`config.mk`:
```
export PLATFORM = sky130hd
export DESIGN_NAME = bus_capture_fifo
export DESIGN_NICKNAME = d
export VERILOG_FILES = /design/src/rtl/cpu_bus_pkg.sv /design/src/rtl/fifo_ram.sv /design/src/rtl/bus_capture_fifo.sv
export SDC_FILE = /design/constraint.sdc
export NUM_CORES = 1
export LEC_CHECK = 0
export CORE_ASPECT_RATIO = 2
export CORE_MARGIN = 1.5
export CORE_UTILIZATION = 45
export DETAILED_ROUTE_END_ITERATION = 8
export HOLD_SLACK_MARGIN = 0.1
export PLACE_DENSITY = 0.69
export SLEW_MARGIN = 20
export SYNTH_ARGS = -nofsm -noshare
export SYNTH_HDL_FRONTEND = slang
export SYNTH_HIERARCHICAL = 1
export SYNTH_SLANG_ARGS = --single-unit
```
`constraint.sdc`:
```
create_clock -name clk -period 3.9 [get_ports clk]
set_input_delay 0.39 -clock clk [delete_from_list [all_inputs] [get_ports clk]]
set_output_delay 0.39 -clock clk [all_outputs]
set_load 0.02 [all_outputs]
```
`src/rtl/cpu_bus_pkg.sv`:
```
// Shared CPU data-bus definitions.
// Used by the tri-state bus drivers and the bus capture reader.
package cpu_bus_pkg;

  localparam int BUS_WIDTH = 8;

  typedef logic [BUS_WIDTH-1:0] bus_word_t;

endpackage

```
`src/rtl/fifo_ram.sv`:
```
// DEPTH x WIDTH storage with synchronous write and asynchronous indexed read.
// Entries are not reset; their contents are don't-care until written.
module fifo_ram #(
  parameter int WIDTH = 8,
  parameter int DEPTH = 4,
  parameter int AW    = $clog2(DEPTH)
) (
  input  logic             clk,
  input  logic             i_we,
  input  logic [AW-1:0]    i_waddr,
  input  logic [WIDTH-1:0] i_wdata,
  input  logic [AW-1:0]    i_raddr,
  output logic [WIDTH-1:0] o_rdata
);

  logic [WIDTH-1:0] r_mem [DEPTH];

  always_ff @(posedge clk) begin
    if (i_we) begin
      r_mem[i_waddr] <= i_wdata;
    end
  end

  assign o_rdata = r_mem[i_raddr];

endmodule

```
`src/rtl/bus_capture_fifo.sv`:
```
// Reader end of the shared tri-state CPU data bus.
// Captures driven words into a FIFO, counts overflow drops, flags a floating bus.
module bus_capture_fifo
  import cpu_bus_pkg::*;
#(
  parameter int WIDTH = BUS_WIDTH,
  parameter int DEPTH = 4,
  parameter int CNTW  = 8
) (
  input  logic             clk,
  input  logic             rst_n,
  input  logic [WIDTH-1:0] busData,
  input  logic             busEnable,
  output logic [WIDTH-1:0] outData,
  output logic             outValid,
  input  logic             outReady,
  output logic             full,
  output logic [CNTW-1:0]  dropCount,
  output logic             floatErr
);

  localparam int AW = $clog2(DEPTH);
  localparam logic [AW:0]     FULL_CNT = (AW+1)'(DEPTH);
  localparam logic [AW:0]     CNT_ONE  = (AW+1)'(1);
  localparam logic [AW-1:0]   PTR_ONE  = AW'(1);
  localparam logic [CNTW-1:0] DROP_ONE = CNTW'(1);

  logic [AW-1:0]    r_wptr;
  logic [AW-1:0]    r_rptr;
  logic [AW:0]      r_count;
  logic [CNTW-1:0]  r_drop;
  logic             r_float;
  logic             w_push;
  logic             w_pop;
  logic             w_drop;
  logic             w_full;
  logic             w_valid;
  logic [WIDTH-1:0] w_rdata;

  assign w_full  = (r_count == FULL_CNT);
  assign w_valid = (r_count != '0);
  assign w_pop   = w_valid && outReady;
  // A pop frees a slot in the same edge, so a full FIFO still accepts.
  assign w_push  = busEnable && (!w_full || w_pop);
  assign w_drop  = busEnable && w_full && !w_pop;

  fifo_ram #(
    .WIDTH (WIDTH),
    .DEPTH (DEPTH),
    .AW    (AW)
  ) u_ram (
    .clk     (clk),
    .i_we    (w_push),
    .i_waddr (r_wptr),
    .i_wdata (busData),
    .i_raddr (r_rptr),
    .o_rdata (w_rdata)
  );

  always_ff @(posedge clk or negedge rst_n) begin
    if (!rst_n) begin
      r_wptr  <= '0;
      r_rptr  <= '0;
      r_count <= '0;
    end else begin
      if (w_push) begin
        r_wptr <= r_wptr + PTR_ONE;
      end
      if (w_pop) begin
        r_rptr <= r_rptr + PTR_ONE;
      end
      unique case ({w_push, w_pop})
        2'b10:   r_count <= r_count + CNT_ONE;
        2'b01:   r_count <= r_count - CNT_ONE;
        default: r_count <= r_count;
      endcase
    end
  end

  always_ff @(posedge clk or negedge rst_n) begin
    if (!rst_n) begin
      r_drop <= '0;
    end else if (w_drop && (r_drop != '1)) begin
      r_drop <= r_drop + DROP_ONE;
    end
  end

`ifndef SYNTHESIS
  always_ff @(posedge clk or negedge rst_n) begin
    if (!rst_n) begin
      r_float <= 1'b0;
    end else if (busEnable && $isunknown(^busData)) begin
      r_float <= 1'b1;
    end
  end
`else
  assign r_float = 1'b0;
`endif

  assign outData   = w_valid ? w_rdata : '0;
  assign outValid  = w_valid;
  assign full      = w_full;
  assign dropCount = r_drop;
  assign floatErr  = r_float;

endmodule
```
* Yosys cells after proc, flatten, opt, wreduce, memory -nomap -nowiden *
Memory sizes are Yosys's and may differ from the RTL's.
Cells that the tools add are included.

cells by class
  add/subtract/negate cells = 5
  equality and inequality tests = 4
  mux-type cells = 4
  reduce and logical (&&, ||, !) cells = 10

operators with widths
  operator                                                               count
  8-bit by 1-bit adder with 8-bit output, second input constant          1
  8-bit 2-to-1 mux                                                       1
  8-bit != test, second input constant                                   1
  3-bit case mux with 2 select lines                                     1
  1-bit logical AND                                                      5
  2-bit by 1-bit adder with 2-bit output, second input constant          2
  3-bit by 1-bit adder with 3-bit output, second input constant          1
  3-bit equality test, second input constant                             1
  3-bit nonzero test                                                     1
  3-bit by 1-bit subtractor with 3-bit output, second input constant     1
  2-bit by 1-bit equality test with 1-bit output, second input constant  1
  2-bit equality test, second input constant                             1
  1-bit zero test                                                        2
  1-bit 2-to-1 mux                                                       2
  2-bit nonzero test                                                     1
  1-bit logical OR                                                       1

word-level totals
  bits in registers = 15
  RAM bits = 32
  bits of input ports = 12
  output and inout port bits = 19
  logic and storage cells = 28
  memories kept = 1

memory list
  name         depth  width  rd ports  clocked after Yosys merged registers in  write ports  RTL line        RTL
  u_ram.r_mem  4      8      1         0                                        1            fifo_ram.sv:16  logic [WIDTH-1:0] r_mem [DEPTH];

* Depth between registers and ports, before layout *
Gate-level depths: netlist (run 1).

  word-level depth = 6
  depth in mapped cells = 8
  mapped depth without buffers = 7

* Modules after synthesis *
Netlist (run 1), hierarchy kept.

by module, submodules not included
  module            instances  cells an instance  area an instance (um2)
  fifo_ram          1          46                 1,188.6
  bus_capture_fifo  1          99                 924.6

* Worst setup path after synthesis (run 1) *
Ideal clock, no wire load.

  path type = flip-flop to flip-flop
  start point = register r_count[2]
  end point = register r_count[1]
  arrival = 2.034 ns
  required time = 3.817 ns
  slack = 1.783 ns
  cell stages (with the launch flop) = 9
  path buffers = 1
  cells stage by stage = dfrtp_1 or3_1 clkbuf_1 nand3_1 fa_1 nand3b_1 a21oi_1 a21oi_1 o21ai_0

on the way
  word-level cells in the longest chain between the ends = 6

RTL lines
  item                                                                                          RTL line                RTL
  start: declaration                                                                            bus_capture_fifo.sv:30  logic [AW:0] r_count;
  start signal: assignment                                                                      bus_capture_fifo.sv:73  2'b10: r_count <= r_count + CNT_ONE;
  start signal: assignment                                                                      bus_capture_fifo.sv:74  2'b01: r_count <= r_count - CNT_ONE;
  start signal: assignment                                                                      bus_capture_fifo.sv:75  default: r_count <= r_count;
  3-bit nonzero test *                                                                          bus_capture_fifo.sv:41  assign w_valid = (r_count != '0);
  net outValid                                                                                  bus_capture_fifo.sv:15  output logic outValid,
  1-bit logical AND *                                                                           bus_capture_fifo.sv:42  assign w_pop = w_valid && outReady;
  1-bit logical OR                                                                              bus_capture_fifo.sv:44  assign w_push = busEnable && (!w_full || w_pop);
  1-bit logical AND                                                                             bus_capture_fifo.sv:44
  2-bit by 1-bit equality test with 1-bit output / 2-bit equality test (equally long branches)  bus_capture_fifo.sv:72  unique case ({w_push, w_pop})
  3-bit case mux with 2 select lines / 2-bit nonzero test (equally long branches)               --

Mark *: on every way through the listed nets, which the timed path passes. The rest lies on a longest branch.
A chain may end at the register's enable or synchronous reset.

* Final worst setup path (run 1) *
  start point = register r_rptr[0]
  end point = output outData[6]

on the way
  word-level cells in the longest chain between the ends = 2

RTL lines
  item                      RTL line                 RTL
  start: declaration        bus_capture_fifo.sv:29   logic [AW-1:0] r_rptr;
  start signal: assignment  bus_capture_fifo.sv:70   r_rptr <= r_rptr + PTR_ONE;
  memory 4 x 8 bit          --
  net w_rdata[6]            bus_capture_fifo.sv:38   logic [WIDTH-1:0] w_rdata;
  8-bit 2-to-1 mux          bus_capture_fifo.sv:100  assign outData = w_valid ? w_rdata : '0;
  end: declaration          bus_capture_fifo.sv:14   output logic [WIDTH-1:0] outData,

The timed path passes the listed nets, and every way through them passes these cells.

==> results of run 1 <==
[area by class of cell]
type	instances	area share (%)
flip-flops and latches	47	52.4
clock inverters	1	1.18
well taps	55	2.70
multi-input cells	88	28.7
inverters	4	0.589
clock buffers	7	2.99
repair buffers	29	11.4
[critical path, cell delays in order, from the launching register on]
cell,delay [ns]
dfrtp_1,0.74
mux4_2,0.58
and2_1,0.15
clkdlybuf4s50_1,0.53
[worst min path at each step]
stage	slack [ns]	to	cells past startpoint	startpoint
after global routing	0.56	dropCount[0]	1	dropCount[0]
after global placement	0.51	r_wptr[1]	1	r_wptr[1]
after floorplan	0.09	dropCount[0]	0	rst_n
after CTS	0.53	dropCount[0]	1	dropCount[0]
after detailed placement	0.52	dropCount[0]	1	dropCount[0]
final	0.52	dropCount[4]	1	rst_n
[per-layer routing]
layer	vias to the layer above	share of wire [%]	global-route usage [%]
li1	595	-	-
met1	634	36	17.0
met4	0	1.1	6.07
met2	44	59	31.7
met3	4	4.1	3.27
met5	-	0	0
[kinds of logic after synthesis]
family                   Yosys count
AND/OR/NAND/NOR                   52
flip-flops                        47
AO/OA/AOI/OAI                     15
multiplexers                      13
buffers and inverters             10
XOR/XNOR                           5
adder cells (fa/ha/maj)            2
other                              1
[report_power, final]
part	total [mW]	switching (mW)	internal [mW]	leakage [nW]
sequential	0.778	0.122	0.656	0.484
clock	0.335	0.143	0.192	0.0524
combinational	0.650	0.297	0.353	0.394
total	1.76	0.562	1.20	0.930
[layout by cell type, fill, tap and decap left out, drive strengths merged, types with 2 or more instances in the layout]
cell type      synthesis  routed
mux2                   5       5
a31oi                  2       2
nor2                   6       6
inv                    4       4
or2                    2       2
clkbuf                 4       7
nand3                  5       5
and2                   9       9
o21ai                  4       4
a21oi                  4       4
nand2                 12      12
dfrtp                 15      15
nand2b                 3       3
and3                   4       4
edfxtp                32      32
and3b                  2       2
mux4                   8       8
clkdlybuf4s50          0      29
xnor2                  4       4
nand3b                 2       2
[sequential cells by signal, indices dropped and copies added, names as in the netlist]
| register | flops |
|---|---|
| r_count | 3 |
| r_rptr | 2 |
| dropCount | 8 |
| u_ram/r_mem | 32 |
| r_wptr | 2 |
[per-stage QoR]
step / hold WS [ns] / power, mW / util (%)
after floorplan: 0.0944 / 1.20 / -
after global placement: 0.507 / 1.42 / 53.5
after detailed placement: 0.516 / 1.45 / 53.5
after CTS: 0.528 / 1.78 / 55.9
after global routing: 0.556 / 1.87 / 56.0
final: 0.521 / 1.76 / 56.0
==> results.py, run 1 <==
metrics = {
    "floorplan": {
        "fp.dieW_um": 51.5,
        "die_height_um": 99.9,
        "core_um2": 4550,
        "initial_utilization_pct": 46.4,
        "die_area_um2": 5140,
        "io_pins": 31,
        "num_rows": 35,
    },
    "power": {
        "powerDensity_nw_per_um2": 692,
        "leakagePower_nw": 0.930,
        "irDropWorstVdd_mv": 0.437,
    },
    "global_route": {
        "grt_pass1_vias": 1347,
        "grt_pass1_wl_um": 6250,
        "grt_max_degree": 16,
        "track_usage_pct": 16.6,
        "antenna_found_initial": 0,
        "grt-ovfl-total": 0,
    },
    "yosys": {
        "ys_types": 41,
        "synth.most_common_cell": "edfxtp_1",
        "synth_flop_cell": "edfxtp_1",
        "synth_xor_xnor_area_share_pct": 2.07,
        "synth.top_cell.area_share_pct": 45.5,
        "syn_avg_cell_area_um2": 14.6,
        "synth_top_area_cell": "edfxtp_1",
        "synth-async-reset-ratio_pct": 31.9,
        "synthTopCellsByArea": "edfxtp_1, dfrtp_1, mux4_2",
        "synth_simple_gate_area_share_pct": 14.7,
        "synth_edf_count": 32,
        "yosysSeqAreaShare_pct": 63.2,
        "muxShareOfSynthArea_pct": 11.2,
        "synth-compound-area-share_pct": 4.74,
        "synthesis.nets": 159,
        "synthAdderAreaFrac_pct": 1.54,
        "synth_common_cells": "edfxtp_1, dfrtp_1, nand2_1",
        "synth_top_family_by_area": "simple AND/OR/NAND/NOR gates",
        "netlist_area_um2": 2110,
        "synthesis.instances": 145,
        "synth_warnings": 6,
        "ys_ff_latch": 47,
    },
    "cells_and_area": {
        "nNetsFinal": 189,
        "instances_no_fill": 231,
        "syn_to_final_growth_pct": 20.6,
        "antennaDiodeCount": 0,
        "stdcell_area_um2": 2550,
        "fill_cells": 381,
        "multiInputGateArea_um2": 732,
        "seq_area_um2": 1340,
        "drive_gt1_share_pct": 14.2,
    },
    "place": {
        "dpl_cell_area_um2": 2440,
        "portBuffers": 29,
        "place_inst": 223,
        "pre_cts_ws_ns": 0.913,
        "place_hpwl_um": 2760,
        "finalWeightedCongestion": 0.821,
    },
    "worst_setup_path": {
        "crit_type": "reg2out",
        "reg2reg_to": "r_count[1]",
        "cp_data_required_time_ns": 3.51,
        "r2r_cells": 7,
        "endpoint": "outData[6]",
        "reg2reg_from": "r_count[2]",
        "critPathArrivalTime_ns": 2.30,
        "reg2reg_slack_ns": 1.65,
        "critPathMaxFanout": 10,
        "endpoint_kind": "primary output",
        "startpoint_type": "register",
        "worstSetupStartpoint": "r_rptr[0]",
    },
    "clocking": {
        "cts_resized": 0,
        "cts-root-buf": "clkbuf_8",
        "clock_latency_ns": 0.29,
        "cts_tree": "built",
        "numClockSinks": 47,
        "path_clk_slew_ns": 0.08,
        "cts_buffer_depth": 2,
        "postCtsSetupRepairBufs": 0,
        "numCtsBuffers": 5,
        "cts_hold_buf": 0,
        "cts_max_level": 2,
    },
    "detailed_routing": {
        "vias_per_cell": 5.53,
        "wire_per_inst_um": 16.0,
        "num_vias": 1277,
        "wl_um": 3700,
        "antenna_left": 0,
        "dr.pass1.iters": 4,
        "drc_errors": 0,
        "drt_iter0_drc": 40,
    },
    "timing": {
        "finalHoldViolations": 0,
        "setup_tns_ns": 0,
        "fin_crit_ns": 2.69,
        "fin_crit_sh_pct": 69.0,
        "finalWorstSetupSlack_ns": 1.21,
        "fmax_ghz": 0.372,
        "grt_setup_unrepaired": "no",
        "worst_pin_slew_ns": 0.704,
        "setup_viol": 0,
        "slew_violations": 0,
        "relSlewSlack_pct": 52.9,
        "clock-skew-final_ns": 0.00387,
    },
    "run": {
        "maxCapViolCount": 0,
    },
    "status": {
        "status": "finished, final reports clean",
    },
    "hold_path": {
        "hold_class": "in2async",
    },
}
Note: power is estimated with default switching activity, not from simulation.
==> run 2: changes to the inputs <==
Clock period 3.9 ns to 2.8 ns, I/O delays scaled along.
==> results.py, run 2 (synthesis gave the netlist of run 1 again) <==
metrics = {
    "status": {
        "status": "finished, final reports clean",
    },
    "clocking": {
        "cts_buffer_depth": 2,
        "cts-root-buf": "clkbuf_8",
        "cts_tree": "built",
        "postCtsSetupRepairBufs": 0,
        "numCtsBuffers": 5,
        "numClockSinks": 47,
        "cts_max_level": 2,
        "clock_latency_ns": 0.30,
        "cts_resized": 0,
        "path_clk_slew_ns": 0.08,
        "cts_hold_buf": 0,
    },
    "worst_setup_path": {
        "crit_chain": "mux4_2 -> and2_1 -> clkdlybuf4s50_1",
        "crit_type": "reg2out",
        "critPathBufInv": 1,
        "slowest_stage": "dfrtp_1",
        "endpoint_kind": "primary output",
        "critPathArrivalTime_ns": 2.28,
        "cp_data_required_time_ns": 2.52,
        "critPathTopFamily": "flip-flops",
        "reg2reg_slack_ns": 0.57,
        "critPathMaxFanout": 10,
        "max_stage_delay_ns": 0.73,
        "startpoint_type": "register",
    },
    "timing": {
        "finalHoldViolations": 0,
        "worst_pin_slew_ns": 0.712,
        "grt_setup_unrepaired": "no",
        "fin_crit_sh_pct": 91.3,
        "clock-skew-final_ns": 0.00571,
        "setup_viol": 0,
        "setup_tns_ns": 0,
        "fin_crit_ns": 2.56,
        "fmax_ghz": 0.391,
        "finalWorstSetupSlack_ns": 0.245,
        "slew_violations": 0,
        "hold_slack_ns": 0.401,
        "relSlewSlack_pct": 52.4,
    },
    "detailed_routing": {
        "antenna_left": 0,
        "drt_iter0_drc": 33,
        "vias_per_cell": 5.49,
        "num_vias": 1279,
        "dr.pass1.iters": 4,
        "wire_per_inst_um": 16.3,
        "wl_um": 3800,
        "drc_errors": 0,
    },
    "floorplan": {
        "die_area_um2": 5140,
        "num_rows": 35,
        "core_um2": 4550,
        "die_height_um": 99.9,
        "initial_utilization_pct": 46.4,
        "io_pins": 31,
        "fp.dieW_um": 51.5,
    },
    "cells_and_area": {
        "seq_area_um2": 1340,
        "stdcell_area_um2": 2560,
        "largest_reg_flops": 32,
        "final_common_cell": "edfxtp_1",
        "instances_no_fill": 233,
        "largest-register": "u_ram/r_mem",
        "multiInputGateArea_um2": 727,
        "fill_cells": 382,
        "syn_to_final_growth_pct": 21.3,
        "antennaDiodeCount": 0,
        "nNetsFinal": 191,
        "final_cell_mix": "edfxtp_1, clkdlybuf4s50_1, dfrtp_1",
        "drive_gt1_share_pct": 15.2,
        "finish.utilization_pct": 56.3,
    },
    "place": {
        "place_hpwl_um": 2860,
        "dpl_cell_area_um2": 2450,
        "place_inst": 225,
        "pre_cts_ws_ns": 0.473,
        "portBuffers": 29,
        "finalWeightedCongestion": 0.756,
    },
    "hold_path": {
        "hold_class": "in2async",
    },
    "global_route": {
        "antenna_found_initial": 0,
        "grt_pass1_vias": 1390,
        "grt-ovfl-total": 0,
        "track_usage_pct": 16.8,
        "grt_pass1_wl_um": 6280,
        "grt_max_degree": 16,
    },
    "power": {
        "leakagePower_nw": 0.938,
        "irDropWorstVdd_mv": 0.705,
        "powerDensity_nw_per_um2": 966,
        "fin_total_pwr_mw": 2.47,
    },
    "run": {
        "maxCapViolCount": 0,
    },
}
run 2: changes by cell type in the layout (fill, tap and decap cells not counted):
cell        before  now
clkinvlp_4       0    1
nor3b_1          0    1
buf_4            0    2
nor3b_2          1    0
clkbuf_1         2    1
run 2: where the power goes:
group / internal (mW) / switching [mW] / total, mW
sequential: 0.914 / 0.168 / 1.08
clock: 0.266 / 0.212 / 0.478
combinational: 0.496 / 0.418 / 0.914
run 2: path summary, 6_finish.rpt:
path | start | endpoint | cells past startpoint
max | r_rptr[0] | outData[4] | 3
min | rst_n | r_count[0] | 1
max reg2reg | r_count[2] | r_count[1] | 7
min reg2reg | dropCount[0] | dropCount[0] | 1
max in group asynchronous | rst_n | dropCount[7] | 1
min in group clk | dropCount[0] | dropCount[0] | 1
run 2: area by class of cell:
cell class                 instances  share of cell area, %
clock buffer                       6                   2.83
clock inverter                     2                   1.46
inverter                           4                  0.586
multi-input combinational         88                   28.4
sequential                        47                   52.1
tap                               55                   2.69
timing repair buffer              31                   11.9
run 2: per-layer routing:
metal / track usage, % / share of wire, % / vias up / wire (µm)
met1: 16.2 / 35 / 634 / 1330
li1: - / - / 597 / -
met5: 0 / 0 / - / 0
met3: 4.46 / 4.4 / 9 / 169
met4: 9.92 / 2.7 / 0 / 103
met2: 30.5 / 58 / 39 / 2200
run 2: worst register-to-register path, cell delays in order (launching register included):
cell      delay [ns]
dfrtp_1         0.46
or3_1           0.57
nand3_1         0.20
fa_1            0.47
nand3b_1        0.18
a21oi_1         0.15
a21oi_1         0.04
o21ai_0         0.08
